`src/rtl/vga_pkg.sv`:
```
// rtl/vga_pkg.sv - shared mode type, default 640x480 timing and bar palette
package vga_pkg;

  typedef enum logic [1:0] {
    VBARS   = 2'd0,
    HBARS   = 2'd1,
    CHECKER = 2'd2,
    SOLID   = 2'd3
  } mode_e;

  localparam int DEF_H_ACTIVE = 640;
  localparam int DEF_H_FP     = 16;
  localparam int DEF_H_SYNC   = 96;
  localparam int DEF_H_BP     = 48;
  localparam int DEF_V_ACTIVE = 480;
  localparam int DEF_V_FP     = 10;
  localparam int DEF_V_SYNC   = 2;
  localparam int DEF_V_BP     = 33;

  // {R,G,B} on/off flags for a bar index; bit 2 drives red, bit 0 blue
  function automatic logic [2:0] bar_color(input logic [2:0] idx);
    logic [2:0] c;
    case (idx)
      3'd0:    c = 3'b000;
      3'd1:    c = 3'b001;
      3'd2:    c = 3'b010;
      3'd3:    c = 3'b011;
      3'd4:    c = 3'b100;
      3'd5:    c = 3'b101;
      3'd6:    c = 3'b110;
      default: c = 3'b111;
    endcase
    return c;
  endfunction

endpackage

```
`src/rtl/vga_timing.sv`:
```
// rtl/vga_timing.sv - raster counters with active, sync and frame-boundary decode
module vga_timing
  import vga_pkg::*;
#(
  parameter int H_ACTIVE = DEF_H_ACTIVE,
  parameter int H_FP     = DEF_H_FP,
  parameter int H_SYNC   = DEF_H_SYNC,
  parameter int H_BP     = DEF_H_BP,
  parameter int V_ACTIVE = DEF_V_ACTIVE,
  parameter int V_FP     = DEF_V_FP,
  parameter int V_SYNC   = DEF_V_SYNC,
  parameter int V_BP     = DEF_V_BP,
  parameter int HW       = $clog2(H_ACTIVE + H_FP + H_SYNC + H_BP),
  parameter int VW       = $clog2(V_ACTIVE + V_FP + V_SYNC + V_BP)
) (
  input  logic          i_clk,
  input  logic          i_rst,
  output logic [HW-1:0] o_h_cnt,
  output logic [VW-1:0] o_v_cnt,
  output logic          o_active,
  output logic          o_hs_n,
  output logic          o_vs_n,
  output logic          o_frame_first,
  output logic          o_frame_end
);

  localparam int H_TOTAL = H_ACTIVE + H_FP + H_SYNC + H_BP;
  localparam int V_TOTAL = V_ACTIVE + V_FP + V_SYNC + V_BP;

  logic [HW-1:0] r_h_cnt;
  logic [VW-1:0] r_v_cnt;
  logic          w_h_last;
  logic          w_v_last;

  assign w_h_last = (r_h_cnt == HW'(H_TOTAL - 1));
  assign w_v_last = (r_v_cnt == VW'(V_TOTAL - 1));

  // Pixel counter runs every clock; line counter steps on each line wrap
  always_ff @(posedge i_clk) begin
    if (i_rst) begin
      r_h_cnt <= '0;
      r_v_cnt <= '0;
    end else if (w_h_last) begin
      r_h_cnt <= '0;
      r_v_cnt <= w_v_last ? '0 : r_v_cnt + 1'b1;
    end else begin
      r_h_cnt <= r_h_cnt + 1'b1;
    end
  end

  assign o_h_cnt       = r_h_cnt;
  assign o_v_cnt       = r_v_cnt;
  assign o_active      = (r_h_cnt < HW'(H_ACTIVE)) && (r_v_cnt < VW'(V_ACTIVE));
  assign o_hs_n        = !((r_h_cnt >= HW'(H_ACTIVE + H_FP)) &&
                           (r_h_cnt <  HW'(H_ACTIVE + H_FP + H_SYNC)));
  assign o_vs_n        = !((r_v_cnt >= VW'(V_ACTIVE + V_FP)) &&
                           (r_v_cnt <  VW'(V_ACTIVE + V_FP + V_SYNC)));
  assign o_frame_first = (r_h_cnt == '0) && (r_v_cnt == '0);
  assign o_frame_end   = w_h_last && w_v_last;

endmodule

```
`src/rtl/vga_pattern_engine.sv`:
```
// rtl/vga_pattern_engine.sv - VGA timing plus run-time selectable test patterns
module vga_pattern_engine
  import vga_pkg::*;
#(
  parameter int H_ACTIVE   = DEF_H_ACTIVE,
  parameter int H_FP       = DEF_H_FP,
  parameter int H_SYNC     = DEF_H_SYNC,
  parameter int H_BP       = DEF_H_BP,
  parameter int V_ACTIVE   = DEF_V_ACTIVE,
  parameter int V_FP       = DEF_V_FP,
  parameter int V_SYNC     = DEF_V_SYNC,
  parameter int V_BP       = DEF_V_BP,
  parameter int NUM_BARS   = 8,
  parameter int COLOR_W    = 8,
  parameter int CHECK_LOG2 = 5
) (
  input  logic                   i_clk_25,
  input  logic                   i_rst,
  input  logic [1:0]             i_mode,
  input  logic [3*COLOR_W-1:0]   i_solid_rgb,
  output logic                   o_hsync,
  output logic                   o_vsync,
  output logic                   o_video_on,
  output logic                   o_synch,
  output logic [COLOR_W-1:0]     o_red,
  output logic [COLOR_W-1:0]     o_green,
  output logic [COLOR_W-1:0]     o_blue,
  output logic                   o_frame_start,
  output logic [15:0]            o_frame_count
);

  localparam int H_TOTAL = H_ACTIVE + H_FP + H_SYNC + H_BP;
  localparam int V_TOTAL = V_ACTIVE + V_FP + V_SYNC + V_BP;
  localparam int HW      = $clog2(H_TOTAL);
  localparam int VW      = $clog2(V_TOTAL);

  logic [HW-1:0]          w_h_cnt;
  logic [VW-1:0]          w_v_cnt;
  logic                   w_active;
  logic                   w_hs_n;
  logic                   w_vs_n;
  logic                   w_frame_first;
  logic                   w_frame_end;
  logic [3*COLOR_W-1:0]   w_pix;

  mode_e                  r_act_mode;
  logic [3*COLOR_W-1:0]   r_act_rgb;
  logic                   r_hsync;
  logic                   r_vsync;
  logic                   r_video_on;
  logic [3*COLOR_W-1:0]   r_pix;
  logic                   r_frame_start;
  logic [15:0]            r_frame_count;

  vga_timing #(
    .H_ACTIVE (H_ACTIVE),
    .H_FP     (H_FP),
    .H_SYNC   (H_SYNC),
    .H_BP     (H_BP),
    .V_ACTIVE (V_ACTIVE),
    .V_FP     (V_FP),
    .V_SYNC   (V_SYNC),
    .V_BP     (V_BP),
    .HW       (HW),
    .VW       (VW)
  ) u_timing (
    .i_clk         (i_clk_25),
    .i_rst         (i_rst),
    .o_h_cnt       (w_h_cnt),
    .o_v_cnt       (w_v_cnt),
    .o_active      (w_active),
    .o_hs_n        (w_hs_n),
    .o_vs_n        (w_vs_n),
    .o_frame_first (w_frame_first),
    .o_frame_end   (w_frame_end)
  );

  // Bar number mod 8 by counting constant boundaries ceil(k*span/NUM_BARS);
  // the 3-bit counter wraps so bars beyond 8 reuse the palette
  function automatic logic [2:0] bar_index(input int pos, input int span);
    logic [2:0] bar;
    bar = 3'd0;
    for (int k = 1; k < NUM_BARS; k++) begin
      if (pos >= (k * span + NUM_BARS - 1) / NUM_BARS) bar = bar + 3'd1;
    end
    return bar;
  endfunction

  function automatic logic [3*COLOR_W-1:0] expand(input logic [2:0] f);
    return {{COLOR_W{f[2]}}, {COLOR_W{f[1]}}, {COLOR_W{f[0]}}};
  endfunction

  // Mode and solid colour take effect only at the last pixel of a frame
  always_ff @(posedge i_clk_25) begin
    if (i_rst) begin
      r_act_mode <= VBARS;
      r_act_rgb  <= '0;
    end else if (w_frame_end) begin
      r_act_mode <= mode_e'(i_mode);
      r_act_rgb  <= i_solid_rgb;
    end
  end

  // Pattern mux for the current counter position; blank outside the active area
  always_comb begin
    w_pix = '0;
    case (r_act_mode)
      VBARS:   w_pix = expand(bar_color(bar_index(int'(w_h_cnt), H_ACTIVE)));
      HBARS:   w_pix = expand(bar_color(bar_index(int'(w_v_cnt), V_ACTIVE)));
      CHECKER: w_pix = (w_h_cnt[CHECK_LOG2] ^ w_v_cnt[CHECK_LOG2]) ? '1 : '0;
      SOLID:   w_pix = r_act_rgb;
    endcase
    if (!w_active) w_pix = '0;
  end

  // Single output register stage so sync, blank and colour stay aligned
  always_ff @(posedge i_clk_25) begin
    if (i_rst) begin
      r_hsync       <= 1'b1;
      r_vsync       <= 1'b1;
      r_video_on    <= 1'b0;
      r_pix         <= '0;
      r_frame_start <= 1'b0;
      r_frame_count <= '0;
    end else begin
      r_hsync       <= w_hs_n;
      r_vsync       <= w_vs_n;
      r_video_on    <= w_active;
      r_pix         <= w_pix;
      r_frame_start <= w_frame_first;
      if (w_frame_first) r_frame_count <= r_frame_count + 16'd1;
    end
  end

  assign o_hsync       = r_hsync;
  assign o_vsync       = r_vsync;
  assign o_video_on    = r_video_on;
  assign o_synch       = 1'b0;
  assign o_red         = r_pix[3*COLOR_W-1:2*COLOR_W];
  assign o_green       = r_pix[2*COLOR_W-1:COLOR_W];
  assign o_blue        = r_pix[COLOR_W-1:0];
  assign o_frame_start = r_frame_start;
  assign o_frame_count = r_frame_count;

endmodule
```
`config.mk`:
```
export PLATFORM = sky130hd
export DESIGN_NAME = vga_pattern_engine
export DESIGN_NICKNAME = d
export VERILOG_FILES = /design/src/rtl/vga_pkg.sv /design/src/rtl/vga_timing.sv /design/src/rtl/vga_pattern_engine.sv
export SDC_FILE = /design/constraint.sdc
export NUM_CORES = 1
export LEC_CHECK = 0
export ABC_AREA = 1
export BUFFER_PORTS_ARGS = -buffer_cell sky130_fd_sc_hd__buf_2
export CAP_MARGIN = 40
export CELL_PAD_IN_SITES_DETAIL_PLACEMENT = 1
export CELL_PAD_IN_SITES_GLOBAL_PLACEMENT = 1
export CORE_ASPECT_RATIO = 1.25
export CORE_MARGIN = 2
export CORE_UTILIZATION = 40
export CTS_BUF_LIST = sky130_fd_sc_hd__clkbuf_16
export CTS_CLUSTER_SIZE = 14
export DETAILED_ROUTE_END_ITERATION = 12
export HOLD_SLACK_MARGIN = 0.05
export PLACE_DENSITY = 0.75
export SETUP_SLACK_MARGIN = 0.05
export SLEW_MARGIN = 40
export SYNTH_ARGS = -nofsm -noshare
export SYNTH_HDL_FRONTEND = slang
export SYNTH_SLANG_ARGS = --single-unit
```
`constraint.sdc`:
```
create_clock -name i_clk_25 -period 4.6 [get_ports i_clk_25]
set_clock_uncertainty 0.15 [all_clocks]
set_input_delay 0.46 -clock i_clk_25 [delete_from_list [all_inputs] [get_ports i_clk_25]]
set_output_delay 0.46 -clock i_clk_25 [all_outputs]
set_load 0.02 [all_outputs]
```
## Word level (Yosys, flattened, before mapping)

Cells that the tools add are included.

| storage, ports and cells | value |
|---|---|
| register bits after elaboration | 90 |
| input port bits | 28 |
| output and inout port bits | 45 |
| word-level logic and storage cells | 111 |

| operators by class | value |
|---|---|
| add/subtract/negate cells | 15 |
| magnitude comparators | 20 |
| eq/ne operators | 17 |
| muxes and demuxes | 33 |
| bitwise gates (word level) | 2 |
| reduce and logical (&&, ||, !) cells | 14 |

Operator list:

| cell | count |
|---|---|
| $pmux W24 S4 | 1 |
| $mux W3 | 26 |
| $ge A10 B9 Y1 const B | 7 |
| $pmux W3 S7 | 2 |
| $ge A10 B8 Y1 const B | 4 |
| $add A3 B1 Y3 const B | 12 |
| $mux W24 | 1 |
| $add A10 B1 Y10 const B | 2 |
| $eq A10 B10 Y1 const B | 2 |
| $ge A10 B10 Y1 const B | 2 |
| $ge A10 B7 Y1 const B | 2 |
| $logic_not A10 Y1 | 2 |
| $lt A10 B10 Y1 const B | 2 |
| $lt A10 B9 Y1 const B | 2 |
| $eq A3 B3 Y1 const B | 6 |
| $add A16 B1 Y16 const B | 1 |
| $eq A3 B2 Y1 const B | 4 |
| $ge A10 B6 Y1 const B | 1 |
| $mux W10 | 1 |
| $eq A3 B1 Y1 const B | 2 |
| $logic_not A3 Y1 | 2 |
| $logic_and A1 B1 Y1 | 5 |
| $eq A2 B2 Y1 const B | 2 |
| $reduce_or A2 Y1 | 2 |
| 6 further kinds | 8 |

## Depth between registers and ports, before layout

Gate-level depths: netlist of the first run.

| logic depth | value |
|---|---|
| word-level depth | 24 |
| depth in mapped cells | 34 |
| gate-level depth less buffers | 33 |

## By module

From an unflattened synthesis of the first run, not the netlist that was laid out.

| unflattened totals | value |
|---|---|
| cell total of the unflattened synthesis | 759 |
| area, all modules | 5096.1 um^2 |

By module, submodules not included:

| module | instances | cells each | area an instance (um^2) | seq. area each (um^2) |
|---|---|---|---|---|
| vga_pattern_engine | 1 | 575 | 3896.2 | 1401.3 |
| vga_timing | 1 | 184 | 1199.9 | 400.4 |

## Worst setup path after synthesis of the first run

Ideal clock, no wire load.

| timing | value |
|---|---|
| kind | reg2reg |
| start | reg u_timing.r_v_cnt[5] (netlist: u_timing.o_v_cnt[5]) |
| end | reg r_pix[12] |
| setup time | 0.109 ns |
| data arrival time | 3.978 ns |
| data required time | 4.341 ns |
| path slack | 0.363 ns |
| cell stages (with the launch flop) | 28 |
| buffers on the path | 1 |
| period minus slack after synthesis | 4.237 ns |
| cells stage by stage | dfxtp_1 > buf_4 > nand2_2 > nor3_1 > nor2_1 > ha_1 > nand3_1 > nand2_2 > ha_1 > inv_1 > o21ai_0 > ha_1 > or2_1 > nand2_1 > inv_1 > ha_1 > nand2_1 > nand2_1 > ha_1 > or2_2 > nand2_1 > inv_1 > nand2_1 > nand2_2 > nand2_4 > nand3_1 > nand2_1 > inv_1 |

| between the ends | value |
|---|---|
| cells in the longest elaborated chain, start to end | 24 |
| elaborated cells between the ends (all ways) | 42 |
| those cells by class | add/sub: 6; order compare: 8; eq/ne: 6; mux: 17; bitwise: 2; reduce/logical: 3 |

RTL lines:

| item | line | text |
|---|---|---|
| from (decl) | vga_timing.sv:31 | `logic [VW-1:0] r_v_cnt;` |
| from (signal assigned) | vga_timing.sv:45 | `r_v_cnt <= w_v_last ? '0 : r_v_cnt + 1'b1;` |
| $ge A10 B6 Y1 | vga_pattern_engine.sv:84 | `if (pos >= (k * span + NUM_BARS - 1) / NUM_BARS) bar = bar + 3'd1;` |
| $mux W1 | vga_pattern_engine.sv:84 |  |
| $mux W3 | vga_pattern_engine.sv:107 | `case (r_act_mode)` |
| $add A3 B1 Y3 | vga_pattern_engine.sv:84 |  |
| $mux W3 | vga_pattern_engine.sv:84 |  |
| $mux W3 | vga_pattern_engine.sv:107 |  |
| $add A3 B1 Y3 | vga_pattern_engine.sv:84 |  |
| $mux W3 | vga_pattern_engine.sv:84 |  |
| [... 8 more ...] | -- |  |
| $mux W3 | vga_pattern_engine.sv:84 |  |
| $mux W3 | vga_pattern_engine.sv:107 |  |
| $add A3 B1 Y3 | vga_pattern_engine.sv:84 |  |
| $mux W3 | vga_pattern_engine.sv:84 |  |
| $mux W3 | vga_pattern_engine.sv:107 |  |
| $eq A3 B3 Y1 (tied with other cells) | vga_pkg.sv:23 | `case (idx)` |
| $pmux W3 S7 | vga_pkg.sv:23 |  |
| $pmux W24 S4 | vga_pattern_engine.sv:107 |  |
| to (signal assigned) | vga_pattern_engine.sv:129 | `r_pix <= w_pix;` |
| to (decl) | vga_pattern_engine.sv:51 | `logic [3*COLOR_W-1:0] r_pix;` |

Parallel ways exist; a longest one is shown, timed or not. The select of a mux whose other input is x is not followed.
A chain may end at the register's enable or synchronous reset.

## Final worst setup path of the first run

| timing | value |
|---|---|
| start | reg u_timing.r_v_cnt[9] (netlist: u_timing.o_v_cnt[9]) |
| end | reg r_pix[11] |

The elaborated chain is that of the path after synthesis.

==> results.cfg, run 1 <==
[outcome]
outcome = finished, final reports clean

[critical_path]
r2r_slack_ns = 0.35
cp-end-kind = flip-flop
cp_num_buf_inv = 7
cp_common_cell = nand2_1
cp_slowest_cell = dfxtp_4
critical_path_depth = 32
worstRegToRegCells = 32
path_delay_family = simple AND/OR/NAND/NOR gates
worstPathArrival_ns = 4.35
crit_path_max_fanout = 8
slowest_delay_ns = 0.38
worst-setup-path-type = flip-flop to flip-flop
crit_required_ns = 4.69
critPathLaunchType = flip-flop

[floorplan]
initial_core_util_pct = 40.9
die_w_um = 104
rows = 45
io_pins = 73
fp.dieH_um = 129
die_area_um2 = 13400
core_area_um2 = 12200

[synth]
syn_area_um2 = 4980
yosys_register_bits = 90
synthDistinctLibCells = 49
avgSynthCellArea_um2 = 7.01
synth_edf_count = 0
synth_fp_nets = 756
synth_async_sr_flop_share_pct = 0
syn_inst = 710
synth_ff_type = dfxtp_1
seq_area_frac_synth_pct = 36.2
yosysWarnings = 0

[sta]
maxSlewViolCount = 0
finalSetupTns_ns = 0
worstMarginPinSlew_ns = 0.752
whs_ns = 0.190
fin_crit_ns = 4.25
setup_viol = 0
max_freq_mhz = 235
maxSlewHeadroom_pct = 49.4
fin_crit_sh_pct = 92.5
rsz0062_at_grt = true
hold_viol_final = 0

[cells_and_area]
num-nets-final = 822
nFillCells = 1602
utilization_pct = 48.4
num_antenna_cells = 0
most-common-layout-cells = nand2_1, inv_1, nor2_1, dfxtp_1, buf_2
final_common_cell = nand2_1
final_cell_count_no_fill = 945
area_growth_pct = 18.3
drive_gt1_share_pct = 23.2

[global_routing]
grt_pass1_wl_mm = 22.8
grt_start_max_net_pins = 37
overflow = 0
grtUsageTotal_pct = 20.8
grt_pass1_vias = 4852
antenna_found_initial = 0

[worst_hold_path]
holdPathStages = 3
min_path_type = primary input to flip-flop

[clock_tree]
cts_hold_buf = 0
clk_latency_ns = 0.34
cts_setup_buffers = 0
path_clk_slew_ns = 0.07
htree_num_levels = 3
cts_buffers = 9
clock_path_buffers = 2
cts_tree = done
clockRootBuffer = clkbuf_16
cts.sinks = 90

[power]
powerDensity_nw_per_um2 = 266
clockPowerShare_pct = 45.5
p_sw_mw = 0.384
switching_share_pct = 24.5
p_int_mw = 1.18
max-vdd-ir-drop_mv = 0.238
p_comb_share_pct = 4.2
power.share.sequential_pct = 50.2
p_leak_nw = 3.02

[route]
drc_errors = 0
dr.pass1.iters = 4
totalWireLength_mm = 13.5
first_iter_violations = 129
wl_per_cell_um = 14.3
vias = 4747
viasPerCell = 5.02
antenna_left = 0

[placement]
hpwl_mm = 10.1
dp.cells = 929
place_congestion = 0.862
port_buffers = 71

[flow_run]
drv_cap = 0
sequential cells by signal (all words and copies together), names as in the netlist:
register,cells
r_act_rgb,24
r_pix,24
o_frame_count,16
u_timing.o_h_cnt,10
u_timing.o_v_cnt,10
r_act_mode,2
o_frame_start,1
o_hsync,1
o_video_on,1
o_vsync,1
final timing paths:
check / to / start
worst max-delay path: r_pix[11] / u_timing.o_v_cnt[9]
worst min-delay path: r_act_rgb[19] / i_solid_rgb[19]
worst max register to register: r_pix[11] / u_timing.o_v_cnt[9]
worst min register to register: u_timing.o_h_cnt[0] / u_timing.o_h_cnt[0]
worst min-delay path, stage by stage:
cell,delay [ns]
buf_2,0.07
nor2_1,0.03
nor2_1,0.08
timing repair:
item / 4_1_cts / 5_1_grt
setup endpoints to repair: 9 / 16
gates resized for setup: 4 / 34
cloned: 0 / 0
final cells by class:
cell class              instances  area, um^2  area share, %
repair buffers                 80         423           7.18
clock buffers                   9         225           3.82
flip-flops and latches         90        1830           31.0
inverters                     121         460           7.82
multi-input cells             474        2690           45.7
clock inverters                 7        60.1           1.02
well taps                     164         205           3.48
cell families after synthesis:
kind of cell	Yosys count	synth area share [%]
flip-flops	90	36.2
AO/OA/AOI/OAI	100	11.7
adder cells (fa/ha/maj)	18	4.52
buffers and inverters	146	11.7
other	1	0.0753
XOR/XNOR	11	2.99
AND/OR/NAND/NOR	344	32.8
metal layers:
metal / share of wire [%] / wire (um) / GRT usage (%) / up-vias
met3: 2.9 / 397 / 3.44 / 13
li1: - / - / - / 2401
met2: 53 / 7170 / 40.2 / 71
met4: 1.6 / 219 / 5.88 / 0
met1: 42 / 5740 / 23.5 / 2262
met5: 0 / 0 / 0 / -
cells in the mapped netlist, drive strengths merged, types with 3 or more instances:
library cell	instances	area share, %
nand4	18	2.7
buf	8	1.3
inv	116	8.7
xor2	10	2.4
nor3b	4	0.60
nand2	129	11
nor2	101	8.3
nor4	3	0.50
or2	4	0.50
o21ai	53	5.8
nor3	11	1.4
dfxtp	90	36
a21oi	28	2.9
a31oi	4	0.50
clkinv	5	0.45
clkbuf	17	1.3
ha	18	4.5
a211oi	6	0.90
nand3	73	7.9
power groups by stage:
stage               Clock [mW]  Combinational, mW  Sequential, mW
finish                   0.714             0.0661           0.788
global route             0.772             0.0741           0.788
CTS                      0.735             0.0675           0.790
detailed placement           0             0.0673           0.808
global placement             0             0.0651           0.808
floorplan                    0             0.0331           0.813
metrics by stage:
step	area (um^2)	power, mW	worst slack (ns)
after detailed placement	5490	0.876	0.0405
after global placement	5490	0.873	0.312
after CTS	5800	1.59	0.0634
after floorplan	4980	0.846	0.363
after global routing	5890	1.63	0.0286
final	5890	1.57	0.345
(Power assumes the default switching activity.)
==> inputs of run 2 (changes only) <==
--- a/config.mk
+++ b/config.mk
@@ -19,6 +19,7 @@
 export HOLD_SLACK_MARGIN = 0.05
 export PLACE_DENSITY = 0.75
 export SETUP_SLACK_MARGIN = 0.05
+export SKIP_CTS_REPAIR_TIMING = 1
 export SLEW_MARGIN = 40
 export SYNTH_ARGS = -nofsm -noshare
 export SYNTH_HDL_FRONTEND = slang
==> constraint.sdc (replaced) <==
create_clock -name i_clk_25 -period 4.6 [get_ports i_clk_25]
set_clock_uncertainty 0.15 [all_clocks]
set_input_delay 0.23 -clock i_clk_25 [delete_from_list [all_inputs] [get_ports i_clk_25]]
set_output_delay 0.23 -clock i_clk_25 [all_outputs]
set_load 0.02 [all_outputs]
==> results.cfg, run 2 (synthesis gave the netlist of run 1 again) <==
[cells_and_area]
drive_gt1_share_pct = 22.8
nFillCells = 1589
area_growth_pct = 23.7
final_common_cell = nand2_1
num-nets-final = 849
final_cell_count_no_fill = 972
num_antenna_cells = 0
most-common-layout-cells = nand2_1, inv_1, nor2_1, dfxtp_1, buf_2

[worst_hold_path]
min_from = i_solid_rgb[15]
hold_end = r_act_rgb[15]
holdPathStages = 3
min_path_type = primary input to flip-flop

[critical_path]
cp_common_cell = nand2_1
critPathLaunchType = flip-flop
r2r_slack_ns = 0.35
slowest_delay_ns = 0.38
worstRegToRegCells = 30
crit_required_ns = 4.69
cp-end-kind = flip-flop
r2r_start = u_timing.o_v_cnt[3]
crit_path_max_fanout = 8
cp_slowest_cell = dfxtp_4
worstPathArrival_ns = 4.34
worst-setup-path-type = flip-flop to flip-flop
rr_endpoint = r_pix[15]

[clock_tree]
cts_tree = done
cts.sinks = 90
clockRootBuffer = clkbuf_16
clock_path_buffers = 2
htree_num_levels = 3
path_clk_slew_ns = 0.07
cts_buffers = 9
clk_latency_ns = 0.34

[sta]
rsz0062_at_grt = false
maxSlewHeadroom_pct = 48.5
fin_crit_sh_pct = 92.4
fin_crit_ns = 4.25
whs_ns = 0.0325
setup_viol = 0
worstMarginPinSlew_ns = 0.766
max_freq_mhz = 235
finalSetupTns_ns = 0
maxSlewViolCount = 0
hold_viol_final = 0

[route]
route.top_layer_used = met4
first_iter_violations = 152
drc_errors = 0
vias = 4885
dr.pass1.iters = 4
wl_per_cell_um = 14.7
viasPerCell = 5.03
wl_met1_mm = 6.06
antenna_left = 0
wl_met2_mm = 7.58
wl_met3_um = 392
totalWireLength_mm = 14.3

[global_routing]
grtUsageTotal_pct = 20.7
antenna_found_initial = 0
grt_pass1_wl_mm = 22.8
grt_start_max_net_pins = 37
grt_pass1_vias = 4848
overflow = 0

[placement]
dp.cells = 929
place_congestion = 0.862
port_buffers = 71
hpwl_mm = 10.1

[outcome]
outcome = finished, final reports clean

[floorplan]
die_area_um2 = 13400
rows = 45
fp.dieH_um = 129
initial_core_util_pct = 40.9
core_area_um2 = 12200
io_pins = 73
die_w_um = 104

[flow_run]
drv_cap = 0

[power]
powerDensity_nw_per_um2 = 258
max-vdd-ir-drop_mv = 0.245
p_leak_nw = 3.13
-- run 2: cell count changes in the layout (fill, tap and decap cells not counted) --
cell / delta
dlygate4sd3_1: +25
buf_4: +2
nor2_1: -1
nor2_2: +1
-- run 2: how the worst max path moves through the flow --
stage                              from   endpoint  slack, ns  cells past startpoint
finish              u_timing.o_v_cnt[3]  r_pix[15]       0.35                     30
floorplan           u_timing.o_v_cnt[5]  r_pix[12]       0.36                     27
global route        u_timing.o_v_cnt[3]  r_pix[15]       0.04                     30
CTS                 u_timing.o_v_cnt[9]  r_pix[21]      -0.01                     29
global placement    u_timing.o_v_cnt[4]  r_pix[18]       0.31                     27
detailed placement  u_timing.o_v_cnt[9]  r_pix[21]       0.04                     29
-- run 2: where the power goes --
part / switching, mW / internal (mW)
Combinational: 0.0463 / 0.0373
Sequential: 0.00488 / 0.783
Clock: 0.343 / 0.377
Total: 0.394 / 1.20
-- run 2: critical path: cells and delay by family, from the launching register on --
family | cells | cell delay (ns)
adders and majority gates | 5 | 1.36
buffers and inverters | 6 | 0.33
AOI/OAI and AO/OA | 1 | 0.07
and+or+nand+nor | 18 | 1.86
DFF | 1 | 0.38
-- run 2: metrics by stage --
step | setup WS (ns) | util, % | power, mW | cell area (um^2)
final | 0.351 | 50.6 | 1.59 | 6160
after global routing | 0.0367 | 50.6 | 1.65 | 6160
after CTS | -0.0146 | 47.5 | 1.59 | 5780
after detailed placement | 0.0405 | 45.2 | 0.876 | 5490
after global placement | 0.312 | 45.2 | 0.873 | 5490
after floorplan | 0.363 | - | 0.846 | 4980
-- run 2: routing by layer --
| layer | global-route usage (%) | up-vias |
|---|---|---|
| met5 | 0 | - |
| met4 | 5.88 | 0 |
| met3 | 3.44 | 15 |
| met2 | 40.2 | 72 |
| met1 | 23.5 | 2344 |
| li1 | - | 2454 |
-- run 2: area by class of cell --
| type | instances | area (um^2) | share of cell area (%) |
|---|---|---|---|
| Inverter | 121 | 460 | 7.48 |
| Timing Repair Buffer | 107 | 688 | 11.2 |
| Sequential cell | 90 | 1830 | 29.7 |
| Clock inverter | 7 | 60.1 | 0.975 |
| Clock buffer | 9 | 225 | 3.66 |
| Tap cell | 164 | 205 | 3.33 |
| Multi-Input combinational cell | 474 | 2690 | 43.7 |
==> inputs of run 3 (changes only) <==
--- a/config.mk
+++ b/config.mk
@@ -12,12 +12,12 @@
 export CELL_PAD_IN_SITES_GLOBAL_PLACEMENT = 1
 export CORE_ASPECT_RATIO = 1.25
 export CORE_MARGIN = 2
-export CORE_UTILIZATION = 40
+export CORE_UTILIZATION = 35
 export CTS_BUF_LIST = sky130_fd_sc_hd__clkbuf_16
 export CTS_CLUSTER_SIZE = 14
 export DETAILED_ROUTE_END_ITERATION = 12
 export HOLD_SLACK_MARGIN = 0.05
-export PLACE_DENSITY = 0.75
+export PLACE_DENSITY = 0.67
 export SETUP_SLACK_MARGIN = 0.05
 export SKIP_CTS_REPAIR_TIMING = 1
 export SLEW_MARGIN = 40
==> results.cfg, run 3 (synthesis gave the netlist of run 1 again) <==
[cells_and_area]
num-nets-final = 849
area_growth_pct = 24.9
design_area_um2 = 6210
final_cell_count_no_fill = 983
drive_gt1_share_pct = 22.4
utilization_pct = 44.8
most-common-layout-cells = nand2_1, inv_1, nor2_1, dfxtp_1, buf_2
nFillCells = 1785
final_common_cell = nand2_1
num_antenna_cells = 0

[global_routing]
antenna_found_initial = 0
grt_start_max_net_pins = 37
overflow = 0
grtUsageTotal_pct = 18.6
grt_pass1_wl_mm = 22.7
grt_pass1_vias = 4824

[route]
antenna_left = 0
drc_errors = 0
wl_per_cell_um = 14.7
dr.pass1.iters = 5
first_iter_violations = 207
viasPerCell = 4.94
totalWireLength_mm = 14.4
vias = 4853

[floorplan]
initial_core_util_pct = 35.9
die_w_um = 111
fp.dieH_um = 137
rows = 48
io_pins = 73
die_area_um2 = 15200
core_area_um2 = 13900

[power]
p_leak_nw = 3.16
powerDensity_nw_per_um2 = 269
total_power_mw = 1.67
max-vdd-ir-drop_mv = 0.255

[critical_path]
slowest_delay_ns = 0.44
cp_slowest_cell = dfxtp_2
cp_common_cell = ha_1
critPathLaunchType = flip-flop
path_delay_family = adder cells
worstPathArrival_ns = 4.32
crit_chain = clkinv_2, nand2_2, inv_1, o21ai_1, inv_1, ha_1, xor2_4, ha_1, inv_1, o21ai_2, ha_1, nand2_1, nand2_1, ha_1, nor2_1, a31oi_2, ha_1, nand2_1, or2_1, nand3_2, nand4_1, nand2_1, inv_1
worst-setup-path-type = flip-flop to flip-flop
cp-end-kind = flip-flop
crit_required_ns = 4.70
crit_path_max_fanout = 8
cp_num_buf_inv = 5

[clock_tree]
cts.sinks = 90
path_clk_slew_ns = 0.07
cts_buffers = 9
clockRootBuffer = clkbuf_16
clk_latency_ns = 0.35
htree_num_levels = 3
clock_path_buffers = 2
cts_tree = done

[placement]
place_congestion = 0.789
port_buffers = 71
preCtsSetupSlack_ns = 0.0514
place_area_um2 = 5520
hpwl_mm = 10.4
dp.cells = 941

[sta]
fin_crit_ns = 4.22
worstMarginPinSlew_ns = 0.685
maxSlewViolCount = 0
max_freq_mhz = 237
maxSlewHeadroom_pct = 53.9
fin_ws_ns = 0.380
setup_viol = 0
fin_crit_sh_pct = 91.7
finalSetupTns_ns = 0
whs_ns = 0.0265
hold_viol_final = 0
rsz0062_at_grt = false

[worst_hold_path]
min_path_type = primary input to flip-flop

[flow_run]
drv_cap = 0

[outcome]
outcome = finished, final reports clean
[run 3: changes by cell type in the layout (fill, tap and decap cells not counted), moves of 2 or more]
cell,delta
bufinv_16,+2
inv_1,+3
or2_1,+2
inv_6,-2
inv_2,-2
[run 3: area by class of cell]
| class | instances | area, um^2 | share of cell area, % |
|---|---|---|---|
| inverter | 121 | 463 | 7.45 |
| timing repair buffer | 107 | 686 | 11.0 |
| multi-input combinational | 474 | 2700 | 43.5 |
| tap | 175 | 219 | 3.52 |
| clock buffer | 9 | 225 | 3.62 |
| sequential | 90 | 1830 | 29.4 |
| clock inverter | 7 | 95.1 | 1.53 |
[run 3: power breakdown]
part	switching (mW)	internal, mW	total [mW]	leakage (nW)
combinational	0.0473	0.0369	0.0841	2.27
sequential	0.00507	0.783	0.788	0.733
clock	0.325	0.477	0.802	0.160
total	0.377	1.30	1.67	3.16
[run 3: path summary, 6_finish.rpt]
kind | from | to | slack, ns | cells past startpoint
min reg2reg | u_timing.o_h_cnt[0] | u_timing.o_h_cnt[0] | 0.30 | 1
max reg2reg | u_timing.o_h_cnt[5] | r_pix[22] | 0.38 | 23
min | i_solid_rgb[14] | r_act_rgb[14] | 0.03 | 3
max | u_timing.o_h_cnt[5] | r_pix[22] | 0.38 | 23
[run 3: per-layer routing]
layer / vias to the layer above / share of wire [%] / global-route usage [%]
li1: 2451 / - / -
met2: 70 / 53 / 36.0
met1: 2313 / 42 / 20.4
met3: 19 / 2.6 / 3.52
met4: 0 / 1.8 / 6.18
met5: - / 0 / 0
[run 3: worst register-to-register path, cell delays in order, from the launching register on]
cell	delay (ns)
dfxtp_2	0.44
clkinv_2	0.13
nand2_2	0.12
inv_1	0.06
o21ai_1	0.17
inv_1	0.08
ha_1	0.38
xor2_4	0.23
ha_1	0.29
inv_1	0.04
o21ai_2	0.15
ha_1	0.25
nand2_1	0.12
nand2_1	0.08
ha_1	0.27
nor2_1	0.05
a31oi_2	0.21
ha_1	0.19
nand2_1	0.06
or2_1	0.27
nand3_2	0.14
nand4_1	0.12
nand2_1	0.10
inv_1	0.04
